### src/rtl/dsk_pkg.sv
// Shared definitions for the disk-image read path: address width, word step
// and the image base offsets used by both the prefetcher and the address controller.
package dsk_pkg;

  localparam int          DSK_ADDR_W    = 22;
  localparam logic [21:0] DSK_ADDR_STEP = 22'd2;
  localparam logic [21:0] DSK_BASE_INT  = 22'h100000;
  localparam logic [21:0] DSK_BASE_EXT  = 22'h200000;

  typedef logic [DSK_ADDR_W-1:0] dsk_addr_t;

  // Word step; the natural 22-bit overflow gives the 3FFFFE -> 000000 wrap.
  function automatic dsk_addr_t dsk_next_addr(input dsk_addr_t a);
    return a + DSK_ADDR_STEP;
  endfunction

  function automatic dsk_addr_t dsk_align(input dsk_addr_t a);
    return {a[DSK_ADDR_W-1:1], 1'b0};
  endfunction

endpackage

### src/rtl/dsk_word_fifo.sv
// 16-bit synchronous word FIFO with occupancy count, flush and async reset.
// Fullness gates the push before any same-edge pop is considered.
module dsk_word_fifo #(
  parameter int DEPTH = 4
) (
  input  logic                         clk,
  input  logic                         reset,
  input  logic                         flush_i,
  input  logic                         push_i,
  input  logic                         pop_i,
  input  logic [15:0]                  wdata_i,
  output logic [15:0]                  head_o,
  output logic [$clog2(DEPTH+1)-1:0]   count_o,
  output logic                         full_o
);

  localparam int PTR_W = $clog2(DEPTH);
  localparam int CNT_W = $clog2(DEPTH+1);

  logic [15:0]      mem_q [DEPTH];
  logic [PTR_W-1:0] wr_q, wr_d, rd_q, rd_d;
  logic [CNT_W-1:0] count_q, count_d;
  logic             full_s, empty_s, do_push_s, do_pop_s;

  assign full_s    = (count_q == CNT_W'(DEPTH));
  assign empty_s   = (count_q == CNT_W'(0));
  assign do_push_s = push_i && !full_s && !flush_i;
  assign do_pop_s  = pop_i && !empty_s && !flush_i;

  // Next-state pointers and count.
  always_comb begin
    wr_d    = wr_q;
    rd_d    = rd_q;
    count_d = count_q;
    if (flush_i) begin
      wr_d    = PTR_W'(0);
      rd_d    = PTR_W'(0);
      count_d = CNT_W'(0);
    end else begin
      if (do_push_s) begin
        wr_d = wr_q + PTR_W'(1);
      end else begin
        wr_d = wr_q;
      end
      if (do_pop_s) begin
        rd_d = rd_q + PTR_W'(1);
      end else begin
        rd_d = rd_q;
      end
      case ({do_push_s, do_pop_s})
        2'b10:   count_d = count_q + CNT_W'(1);
        2'b01:   count_d = count_q - CNT_W'(1);
        default: count_d = count_q;
      endcase
    end
  end

  // Pointer and count registers.
  always_ff @(posedge clk or posedge reset) begin
    if (reset) begin
      wr_q    <= PTR_W'(0);
      rd_q    <= PTR_W'(0);
      count_q <= CNT_W'(0);
    end else begin
      wr_q    <= wr_d;
      rd_q    <= rd_d;
      count_q <= count_d;
    end
  end

  // Word storage; contents only matter while count is non-zero.
  always_ff @(posedge clk) begin
    if (do_push_s) begin
      mem_q[wr_q] <= wdata_i;
    end
  end

  assign head_o  = mem_q[rd_q];
  assign count_o = count_q;
  assign full_o  = full_s;

endmodule

### src/rtl/dsk_prefetch.sv
// Disk-image prefetcher: fills a word FIFO from this client's RAM slot and
// serves the words as a big-endian byte stream; seek restarts the stream.
module dsk_prefetch
  import dsk_pkg::*;
#(
  parameter int DEPTH = 4
) (
  input  logic                  clk,
  input  logic                  reset,
  input  logic                  dskReadAck,
  input  logic                  memoryLatch,
  input  logic [15:0]           memDataIn,
  output logic [DSK_ADDR_W-1:0] dskReadAddr,
  input  logic                  seek,
  input  logic [DSK_ADDR_W-1:0] seekAddr,
  input  logic                  byteReq,
  output logic [7:0]            byteOut,
  output logic                  byteValid
);

  localparam int CNT_W = $clog2(DEPTH+1);

  dsk_addr_t        addr_q, addr_d;
  logic             ph_q, ph_d;
  logic [15:0]      head_s;
  logic [CNT_W-1:0] count_s;
  logic             full_s, valid_s, latch_s, push_s, take_s, pop_s;

  assign valid_s = (count_s != CNT_W'(0));
  assign latch_s = dskReadAck && memoryLatch && !seek;
  assign push_s  = latch_s && !full_s;
  assign take_s  = byteReq && valid_s && !seek;
  assign pop_s   = take_s && ph_q;

  dsk_word_fifo #(.DEPTH(DEPTH)) u_fifo (
    .clk     (clk),
    .reset   (reset),
    .flush_i (seek),
    .push_i  (push_s),
    .pop_i   (pop_s),
    .wdata_i (memDataIn),
    .head_o  (head_s),
    .count_o (count_s),
    .full_o  (full_s)
  );

  // Fetch address and byte phase; seek overrides both.
  always_comb begin
    addr_d = addr_q;
    ph_d   = ph_q;
    if (seek) begin
      addr_d = dsk_align(seekAddr);
      ph_d   = 1'b0;
    end else begin
      if (push_s) begin
        addr_d = dsk_next_addr(addr_q);
      end else begin
        addr_d = addr_q;
      end
      if (take_s) begin
        ph_d = ~ph_q;
      end else begin
        ph_d = ph_q;
      end
    end
  end

  // Address and phase registers.
  always_ff @(posedge clk or posedge reset) begin
    if (reset) begin
      addr_q <= 22'h000000;
      ph_q   <= 1'b0;
    end else begin
      addr_q <= addr_d;
      ph_q   <= ph_d;
    end
  end

  // Byte decode from registered state only.
  always_comb begin
    byteOut = 8'h00;
    if (!valid_s) begin
      byteOut = 8'h00;
    end else if (ph_q) begin
      byteOut = head_s[7:0];
    end else begin
      byteOut = head_s[15:8];
    end
  end

  assign byteValid   = valid_s;
  assign dskReadAddr = addr_q;

endmodule

### config.mk
export PLATFORM = sky130hd
export DESIGN_NAME = dsk_prefetch
export DESIGN_NICKNAME = d
export VERILOG_FILES = /design/src/rtl/dsk_pkg.sv /design/src/rtl/dsk_word_fifo.sv /design/src/rtl/dsk_prefetch.sv
export SDC_FILE = /design/constraint.sdc
export NUM_CORES = 1
export LEC_CHECK = 0
export BUFFER_PORTS_ARGS = -buffer_cell sky130_fd_sc_hd__buf_2
export CAP_MARGIN = 40
export CORE_MARGIN = 2
export CORE_UTILIZATION = 60
export DETAILED_ROUTE_END_ITERATION = 16
export HOLD_SLACK_MARGIN = 0.03
export PLACE_DENSITY = 0.85
export SLEW_MARGIN = 30
export SYNTH_ARGS = -nofsm -noshare
export SYNTH_HDL_FRONTEND = slang
export SYNTH_HIERARCHICAL = 1
export SYNTH_SLANG_ARGS = --single-unit
### constraint.sdc
create_clock -name clk -period 5.7 [get_ports clk]
set_input_delay 0 -clock clk [delete_from_list [all_inputs] [get_ports clk]]
set_output_delay 0 -clock clk [all_outputs]
set_load 0.01 [all_outputs]
### Word level (Yosys, flattened, before mapping)

Memory sizes are Yosys's and may differ from the RTL's.
Index checks and enable logic that the tools add are counted.

| cells by class | value |
|---|---|
| bitwise gates (word level) | 1 |
| reductions and logical operators | 20 |
| add/sub/neg operators | 5 |
| muxes and demuxes | 14 |
| eq/ne operators | 3 |

Operators with widths:

| kind | count |
|---|---|
| $mux 22 | 2 |
| $add 22x2->22 const B | 1 |
| $mux 8 | 2 |
| $logic_and 1x1->1 | 10 |
| $mux 2 | 4 |
| $reduce_bool 2->1 | 4 |
| $pmux 3 s2 | 1 |
| $reduce_bool 3->1 | 2 |
| $add 2x1->2 const B | 2 |
| $mux 1 | 4 |
| $add 3x1->3 const B | 1 |
| $eq 3x3->1 const B | 1 |
| $logic_not 1->1 | 3 |
| $logic_not 3->1 | 1 |
| $mux 3 | 1 |
| $sub 3x1->3 const B | 1 |
| $eq 2x1->1 const B | 1 |
| $eq 2x2->1 const B | 1 |
| $not 1->1 | 1 |

| storage, ports and cells | value |
|---|---|
| bits in writable memories | 64 |
| memories | 1 |
| input port bits | 44 |
| word-level logic and storage cells | 49 |
| flip-flop bits (word level) | 30 |
| output and inout port bits | 31 |

Memory list:

| memory | words | bits a word | rd ports | clocked after memory_dff | wr ports | line | RTL |
|---|---|---|---|---|---|---|---|
| u_fifo.mem_q | 4 | 16 | 1 | 0 | 1 | dsk_word_fifo.sv:20 | `logic [15:0] mem_q [DEPTH];` |

### Depth between registers and ports, before layout

Gate-level depths: netlist of the first run.

| depth | value |
|---|---|
| depth after elaboration | 9 |
| mapped depth | 12 |
| mapped depth without buffers | 10 |

### Hierarchy

Netlist of the first run, hierarchy kept.

Modules (own cells, without submodules):

| module | sequential area each (µm²) | cells an instance | instances | area an instance (µm²) |
|---|---|---|---|---|
| dsk_word_fifo | 2097.0 | 150 | 1 | 2886.5 |
| dsk_prefetch | 550.5 | 173 | 1 | 1452.6 |

### Least setup slack after synthesis of the first run

OpenSTA, ideal clock, no wires.

| timing | value |
|---|---|
| path type | register to register |
| from | reg u_fifo.count_q[2], in the netlist u_fifo/count_o[2] |
| to | reg u_fifo.count_q[1], in the netlist u_fifo/count_o[1] |
| path buffers | 1 |
| setup slack | 3.087 ns |
| clock period less this slack | 2.613 ns |
| required time | 5.606 ns |
| arrival time | 2.519 ns |
| setup time | 0.094 ns |
| stages on the path, launching flop included | 11 |
| cells stage by stage | dfrtp_1 > nor3_1 > inv_1 > nand2_1 > nor3b_1 > buf_2 > o31ai_1 > nor3_1 > fa_1 > o2111ai_1 > a211oi_1 |

| between the ends | value |
|---|---|
| cells in the longest elaborated chain, start to end | 9 |
| elaborated cells between the ends (all ways) | 18 |
| classes of those cells | 3 x eq/ne; 2 x mux; 13 x reduce/logical |

RTL lines:

| what | line | RTL |
|---|---|---|
| start: declaration | dsk_word_fifo.sv:22 | `logic [CNT_W-1:0] count_q, count_d;` |
| start signal: assignment | dsk_word_fifo.sv:67 | `count_q <= count_d;` |
| $reduce_bool 3->1 * | dsk_prefetch.sv:29 | `assign valid_s = (count_s != CNT_W'(0));` |
| via byteValid | dsk_prefetch.sv:18 | `output logic byteValid` |
| $logic_and 1x1->1 * (2 in a row) | dsk_prefetch.sv:32 | `assign take_s = byteReq && valid_s && !seek;` |
| $logic_and 1x1->1 * | dsk_prefetch.sv:33 | `assign pop_s = take_s && ph_q;` |
| via pop_s | dsk_prefetch.sv:27 | `logic full_s, valid_s, latch_s, push_s, take_s, pop_s;` |
| $logic_and 1x1->1 * (2 in a row) | dsk_word_fifo.sv:28 | `assign do_pop_s = pop_i && !empty_s && !flush_i;` |
| $eq 2x1->1 or $eq 2x2->1 (tied branches) | dsk_word_fifo.sv:50 | `case ({do_push_s, do_pop_s})` |
| $pmux 3 s2 | dsk_word_fifo.sv:50 |  |
| $mux 3 | dsk_word_fifo.sv:35 | `if (flush_i) begin` |

The timed path passes the listed nets; every way through them passes the cells marked *.
A chain may end at the register's enable or synchronous reset.

### Final worst setup path of the first run

| timing | value |
|---|---|
| from | reg u_fifo.count_q[0], in the netlist u_fifo/count_o[0] |
| to | mem u_fifo.mem_q[0][8], enable pin |

| between the ends | value |
|---|---|
| cells in the longest elaborated chain, start to end | 7 |

RTL lines:

| what | line | RTL |
|---|---|---|
| $eq 3x3->1 | dsk_word_fifo.sv:25 | `assign full_s = (count_q == CNT_W'(DEPTH));` |
| via full_s | dsk_prefetch.sv:27 |  |
| $logic_not 1->1 | dsk_prefetch.sv:31 | `assign push_s = latch_s && !full_s;` |
| $logic_and 1x1->1 | dsk_prefetch.sv:31 |  |
| via push_s | dsk_prefetch.sv:27 |  |
| $logic_and 1x1->1 (2 in a row) | dsk_word_fifo.sv:27 | `assign do_push_s = push_i && !full_s && !flush_i;` |
| $mux 1 | dsk_word_fifo.sv:73 | `if (do_push_s) begin` |
| $mux 1 (not written as such) | dsk_word_fifo.sv:74 | `mem_q[wr_q] <= wdata_i;` |
| end: declaration | dsk_word_fifo.sv:20 |  |

The timed path passes the listed nets, and every way through them passes these cells.

==> reports/qor.yml, run 1 <==
status: "finished clean"
hold_path_depth: 4
portBuffers: 72
synthArstFlopShare_pct: 31.2
pre_cts_ws_ns: 2.39
fin_setup_tns_ns: 0
arrival_ns: 3.36
area_delta_synth_final_pct: 24.0
synth.largest_area_cell: "edfxtp_1"
overflow: 0
die_area_um2: 7930
cts-resized-gates: 0
timing.max_cap.violations: 0
crit_path_max_incr_delay_ns: 0.74
via_count: 3044
post-synth-top-count-cell: "edfxtp_1"
clock_buffer_count_from_cts: 9
dpl.cell_count: 478
grt_setup_unrepaired: "no"
synth-seq-area-share_pct: 61.0
clock-sinks: 93
max_slew_margin_pct: 43.7
static-leakage-power_uw: 0.00203
cts.htree.levels: 3
timing_hold_violations_final: 0
worst_clock_skew_ns: 0.0154
edff_count_synth: 64
post_layout_cell_count: 535
dominantRegCellSynth: "edfxtp_1"
synth_cell_type_count: 55
detailed_route_iter0_violations: 206
synth.top_cells.by_area: "edfxtp_1, dfrtp_1, mux4_2, mux2i_1, nand2_1"
tritoncts: "done"
grt_pass1_vias: 3041
postSynthCellCount: 323
diodes: 0
synthesis.area_um2: 4340
pin_count: 75
crit-reg2reg-launch: "u_fifo/count_o[0]$_DFFE_PP0P_"
timing.fmax_mhz: 296
critical_path.startpoint_type: "flop"
dpl-instance-area_um2: 4750
design.core.area_um2: 7140
max_slew.worst_pin.slew_ns: 0.845
viasPerCell: 5.69
timing.hold.worst_endpoint: "ph_q$_DFFE_PP0P_"
total_number_of_yosys_warnings: 6
routed_wire_length_per_instance_um: 17.7
setup.worst_path.class: "flop to flop"
reg2reg_setup_slack_ns: 2.33
postSynthAreaPerCell_um2: 13.4
wire_length_of_the_first_global_routing_pass_um: 14400
die_width_um: 89.0
die_height_um: 89.0
finalCoreUtilization_pct: 75.4
worstRegToRegCells: 6
path_cells: "nor3b_1 -> nand3b_1 -> nor2_1 -> inv_1 -> nor3_1 -> and2_1"
total_routing_usage_reported_by_global_routing_pct: 24.9
cts.root.buffer_cell: "clkbuf_8"
postLayoutSetupSlackWorst_ns: 2.33
crit_fanout: 16
worst_skew_pair.late_latency_ns: 0.37
start_util_pct: 60.8
firstDrtPassIters: 4
post_synth_most_frequent_cells: "edfxtp_1, dfrtp_1, nand2_1, nor2_1"
critical_path_required_ns: 5.69
count_of_antenna_violating_nets_left_after_detailed_routing: 0
postCtsSetupRepairBufs: 0
grt_antenna_before_repair: 0
final.fill_count: 432
multiInputGateArea_um2: 1540
gp_congestion: 0.816
timing.final.crit_share_pct: 59.2
postSynthNetCount: 373
maximum_buffer_depth_of_the_clock_tree: 2
pwr_density_cell_nw_per_um2: 254
period_minus_slack_ns: 3.37
regArea_um2: 2650
timing.hold.worst.start: "byteReq"
crit_path_end_kind: "flop"
clk_pin_slew_worst_paths_ns: 0.10
critical_path.reg2reg.endpoint: "u_fifo/mem_q[0][8]$_DFFE_PP_"
totalWireLength_um: 9450
worst_hold_path_type: "input port to flop"
core.rowCount: 31
route.detailed.drc: 0
final_design_area_no_fill_um2: 5380
timing_max_transition_violations_final: 0
synth_top_cell_area_share_pct: 44.3
holdBufCountCts: 38
worst_ir_drop_vdd_v: 0.000210
setup_viol: 0
grt_max_degree: 64
ys_ff_latch: 93
final_nets: 481
dp_hpwl_um: 5560
timing.critical_path.slowest_stage_cell: "and2_1"
final_layout_size_suffix_gt1_share_pct: 27.3
-- state kept, by name, indices dropped and copies added (netlist names) --
name	count
dskReadAddr	21
ph_q	1
u_fifo/count_o	3
u_fifo/mem_q	64
u_fifo/rd_q	2
u_fifo/wr_q	2
-- cell type report --
type	count	share of cell area [%]
flip-flops and latches	93	49.2
multi-input cells	197	28.6
repair buffers	116	15.0
clock buffers	9	2.30
well taps	99	2.30
clock inverters	7	1.61
inverters	14	0.977
-- per-layer routing --
metal,track usage [%],routed length (um)
met5,0,0
met4,9.77,199
met3,5.63,456
met2,43.4,4980
met1,30.5,3810
-- worst max-delay path: cells and delay by family (launching register included) --
| kind | cells | cell delay, ns |
|---|---|---|
| DFF | 1 | 0.60 |
| buffers and inverters | 1 | 0.21 |
| and+or+nand+nor | 5 | 2.19 |
-- cell families after synthesis --
logic type | count (synthesis) | synth area share (%)
AOI/OAI and AO/OA | 38 | 5.74
other | 1 | 0.0864
DFF | 93 | 61.0
adders and majority gates | 6 | 1.90
muxes | 30 | 11.5
and+or+nand+nor | 108 | 13.1
xor gates and xnor gates | 14 | 2.83
buffers and inverters | 33 | 3.78
-- stage by stage --
stage	power [uW]	hold WS, ns
2_1_floorplan	840	-0.197
3_3_place_gp	884	-0.0345
3_5_place_dp	892	-0.0350
4_1_cts	1370	0.0397
5_1_grt	1420	0.0354
6_report	1370	0.0440
-- layout by cell type, fill, tap and decap left out, types with 4 or more instances in the layout --
master,instances
nand2_1,25
xor2_1,6
dlygate4sd3_1,38
mux2i_1,14
nand4_1,5
dfrtp_1,28
clkbuf_8,9
xnor2_1,8
o21ai_0,16
nor4_1,5
a22oi_1,4
ha_1,5
mux4_2,16
nor3_1,8
and2_1,4
nand3_1,11
nor2b_1,6
buf_2,72
nor2_1,22
edfxtp_1,64
inv_1,14
-- worst max-delay path by stage --
stage | from | to | slack (ns) | cells past startpoint
finish | u_fifo/count_o[0]$_DFFE_PP0P_ | u_fifo/mem_q[0][8]$_DFFE_PP_ | 2.33 | 6
global route | u_fifo/count_o[0]$_DFFE_PP0P_ | u_fifo/mem_q[0][8]$_DFFE_PP_ | 1.99 | 6
CTS | u_fifo/count_o[0]$_DFFE_PP0P_ | u_fifo/mem_q[0][8]$_DFFE_PP_ | 2.34 | 6
detailed placement | u_fifo/count_o[0]$_DFFE_PP0P_ | u_fifo/mem_q[0][2]$_DFFE_PP_ | 2.39 | 6
global placement | u_fifo/count_o[0]$_DFFE_PP0P_ | u_fifo/mem_q[0][11]$_DFFE_PP_ | 2.55 | 6
floorplan | u_fifo/count_o[2]$_DFFE_PP0P_ | u_fifo/count_o[1]$_DFFE_PP0P_ | 3.09 | 10
-- where the power goes --
group          switching (uW)  internal [uW]
combinational            68.9           65.9
clock                     250            214
sequential               24.0            742
total                     343           1020
(Power assumes the default switching activity.)
==> run 2, diff against run 1 <==
--- a/config.mk
+++ b/config.mk
@@ -8,10 +8,10 @@
 export BUFFER_PORTS_ARGS = -buffer_cell sky130_fd_sc_hd__buf_2
 export CAP_MARGIN = 40
 export CORE_MARGIN = 2
-export CORE_UTILIZATION = 60
+export CORE_UTILIZATION = 50
 export DETAILED_ROUTE_END_ITERATION = 16
 export HOLD_SLACK_MARGIN = 0.03
-export PLACE_DENSITY = 0.85
+export PLACE_DENSITY = 0.75
 export SLEW_MARGIN = 30
 export SYNTH_ARGS = -nofsm -noshare
 export SYNTH_HDL_FRONTEND = slang
==> constraint.sdc (replaced) <==
create_clock -name clk -period 2.85 [get_ports clk]
set_input_delay 0 -clock clk [delete_from_list [all_inputs] [get_ports clk]]
set_output_delay 0 -clock clk [all_outputs]
set_load 0.01 [all_outputs]
==> run 2 against run 1 <==
Cell count rose by 3.6%. Largest cell class unchanged. Setup slack got worse by 1.9 ns. Flip-flop and latch count did not move. Largest power group unchanged. Via count increased by 1.2%.
==> reports/qor.yml, run 2 (synthesis gave the netlist of run 1 again) <==
status: "finished clean"  # unchanged
design_power_total_uw: 2610  # was 1370 uW
viasPerCell: 5.56  # was 5.69
worst_skew_pair.late_latency_ns: 0.36  # was 0.37 ns
worst_clock_skew_ns: 0.0143  # was 0.0154 ns
final_nets: 494  # was 481
portBuffers: 72  # unchanged
cts-resized-gates: 0  # unchanged
arrival_ns: 2.70  # was 3.36 ns
route.met2.wl_um: 4710  # was 4980 um
setup.worst_path.class: "flop to flop"  # unchanged
top_layer_used: "met4"  # unchanged
crit-reg2reg-launch: "u_fifo/count_o[2]$_DFFE_PP0P_"  # was u_fifo/count_o[0]$_DFFE_PP0P_
grt_max_degree: 51  # was 64
reg2reg_setup_slack_ns: 0.41  # was 2.33 ns
dp_hpwl_um: 5920  # was 5560 um
worst_hold_path_type: "input port to async pin"  # was input port to flop
diodes: 0  # unchanged
timing.final.crit_share_pct: 85.5  # was 59.2%
period_minus_slack_ns: 2.44  # was 3.37 ns
tritoncts: "done"  # unchanged
grt_pass1_vias: 3017  # was 3041
largest_register: "u_fifo/mem_q"  # unchanged
maximum_buffer_depth_of_the_clock_tree: 2  # unchanged
crit_path_max_incr_delay_ns: 0.51  # was 0.74 ns
timing.fmax_mhz: 411  # was 296 MHz
final_layout_size_suffix_gt1_share_pct: 28.1  # was 27.3%
cts.root.buffer_cell: "clkbuf_8"  # unchanged
wire_length_of_the_first_global_routing_pass_um: 14500  # was 14400 um
cts.htree.levels: 3  # unchanged
grt_antenna_before_repair: 0  # unchanged
postCtsSetupRepairBufs: 0  # unchanged
worst_ir_drop_vdd_v: 0.000342  # was 0.000210 V
fin_setup_tns_ns: 0  # unchanged
pin_count: 75  # unchanged
detail_route.wirelength.met1_um: 3720  # was 3810 um
critical_path.startpoint_type: "flop"  # unchanged
detailed_route_iter0_violations: 187  # was 206
detailroute.wirelength.met3_um: 425  # was 456 um
design.core.area_um2: 8300  # was 7140 um^2
clk_pin_slew_worst_paths_ns: 0.10  # about the same
total_routing_usage_reported_by_global_routing_pct: 19.5  # was 24.9%
start_util_pct: 52.3  # was 60.8%
max_slew_margin_pct: 48.9  # was 43.7%
gp_congestion: 0.794  # was 0.816
grt_setup_unrepaired: "no"  # unchanged
crit_path_end_kind: "flop"  # unchanged
timing_hold_violations_final: 0  # unchanged
largest_register_ffs: 64  # unchanged
overflow: 0  # unchanged
clock_buffer_count_from_cts: 9  # unchanged
pwr_density_cell_nw_per_um2: 481  # was 254 nW/um^2
holdBufCountCts: 40  # was 38
timing_max_transition_violations_final: 0  # unchanged
critical_path.reg2reg.endpoint: "u_fifo/count_o[1]$_DFFE_PP0P_"  # was u_fifo/mem_q[0][8]$_DFFE_PP_
via_count: 3082  # was 3044
path_cells: "nor3b_1 -> nand3b_1 -> nor2_1 -> inv_1 -> nor2_1 -> nor3_1 -> fa_1 -> o2111ai_1 -> a211oi_1"  # was nor3b_1 -> nand3b_1 -> nor2_1 -> inv_1 -> nor3_1 -> and2_1
die_height_um: 97.2  # was 89.0 um
static-leakage-power_uw: 0.00208  # was 0.00203 uW
die_width_um: 97.2  # was 89.0 um
setup_viol: 0  # unchanged
clock-sinks: 93  # unchanged
routed_wire_length_per_instance_um: 16.2  # was 17.7 um
timing.critical_path.slowest_stage_cell: "fa_1"  # was and2_1
route.detailed.drc: 0  # unchanged
critical_path_required_ns: 3.11  # was 5.69 ns
mostFrequentLayoutCells: "buf_2, edfxtp_1, dlygate4sd3_1, dfrtp_1, nand2_1"  # unchanged
crit_fanout: 12  # was 16
max_slew.worst_pin.slew_ns: 0.766  # was 0.845 ns
timing.max_cap.violations: 0  # unchanged
firstDrtPassIters: 5  # was 4
mostFrequentLayoutCell: "buf_2"  # unchanged
totalWireLength_um: 8980  # was 9450 um
core.rowCount: 33  # was 31
cpMostUsedCell: "nor2_1"
count_of_antenna_violating_nets_left_after_detailed_routing: 0  # unchanged
area_delta_synth_final_pct: 25.2  # was 24.0%
die_area_um2: 9440  # was 7930 um^2
worstRegToRegCells: 9  # was 6
## run 2: cell types whose count changed in the layout (fill, tap and decap cells not counted), moves of 2 or more
cell,before,now
dlygate4sd3_1,38,40
buf_6,3,0
buf_4,2,16
inv_8,3,0
inv_6,2,5
## run 2: through the flow
| stage | hold WS [ns] | cells | setup WS (ns) | util, % | cell area [um^2] |
|---|---|---|---|---|---|
| 2_1_floorplan | -0.197 | 323 | 0.237 | - | 4340 |
| 3_3_place_gp | -0.0409 | 497 | 0.567 | 58.3 | 4840 |
| 3_5_place_dp | -0.0350 | 498 | 0.497 | 58.5 | 4850 |
| 4_1_cts | 0.118 | 554 | 0.434 | 65.4 | 5430 |
| 5_1_grt | 0.130 | 554 | 0.205 | 65.4 | 5430 |
| 6_report | 0.124 | 554 | 0.414 | 65.4 | 5430 |
## run 2: final cells by class
type / count / area [um^2]
inverters: 14 / 52.6
clock buffers: 9 / 124
multi-input cells: 197 / 1530
repair buffers: 129 / 896
flip-flops and latches: 93 / 2650
clock inverters: 7 / 52.6
fillers: 589 / 2870
well taps: 105 / 131
## run 2: per-layer routing
metal  global-route usage (%)  vias to the layer above
li1                         -                     1452
met1                     24.6                     1515
met2                     33.8                      105
met3                     4.24                       10
met4                     6.07                        0
met5                        0                        -
## run 2: power breakdown
part	total (uW)	switching [uW]	leakage, uW	internal (uW)
Sequential	1530	46.9	0.000934	1480
Combinational	271	136	0.00106	135
Clock	812	484	0.0000928	329
## run 2: worst max-delay path by stage
stage | start | end | slack [ns]
after floorplan | u_fifo/count_o[2]$_DFFE_PP0P_ | u_fifo/count_o[1]$_DFFE_PP0P_ | 0.24
after global placement | u_fifo/count_o[2]$_DFFE_PP0P_ | dskReadAddr[21]$_DFFE_PP0P_ | 0.57
after detailed placement | u_fifo/count_o[2]$_DFFE_PP0P_ | u_fifo/count_o[1]$_DFFE_PP0P_ | 0.50
after CTS | u_fifo/count_o[2]$_DFFE_PP0P_ | u_fifo/count_o[1]$_DFFE_PP0P_ | 0.43
after global routing | u_fifo/count_o[0]$_DFFE_PP0P_ | u_fifo/count_o[1]$_DFFE_PP0P_ | 0.21
final | u_fifo/count_o[2]$_DFFE_PP0P_ | u_fifo/count_o[1]$_DFFE_PP0P_ | 0.41
## run 2: worst max-delay path, delay by kind of cell, from the launching register on
kind	cells	cell delay (ns)
fa+ha+maj	1	0.51
flops	1	0.50
buf+inv	1	0.11
simple gates	5	0.81
compound gates	2	0.39
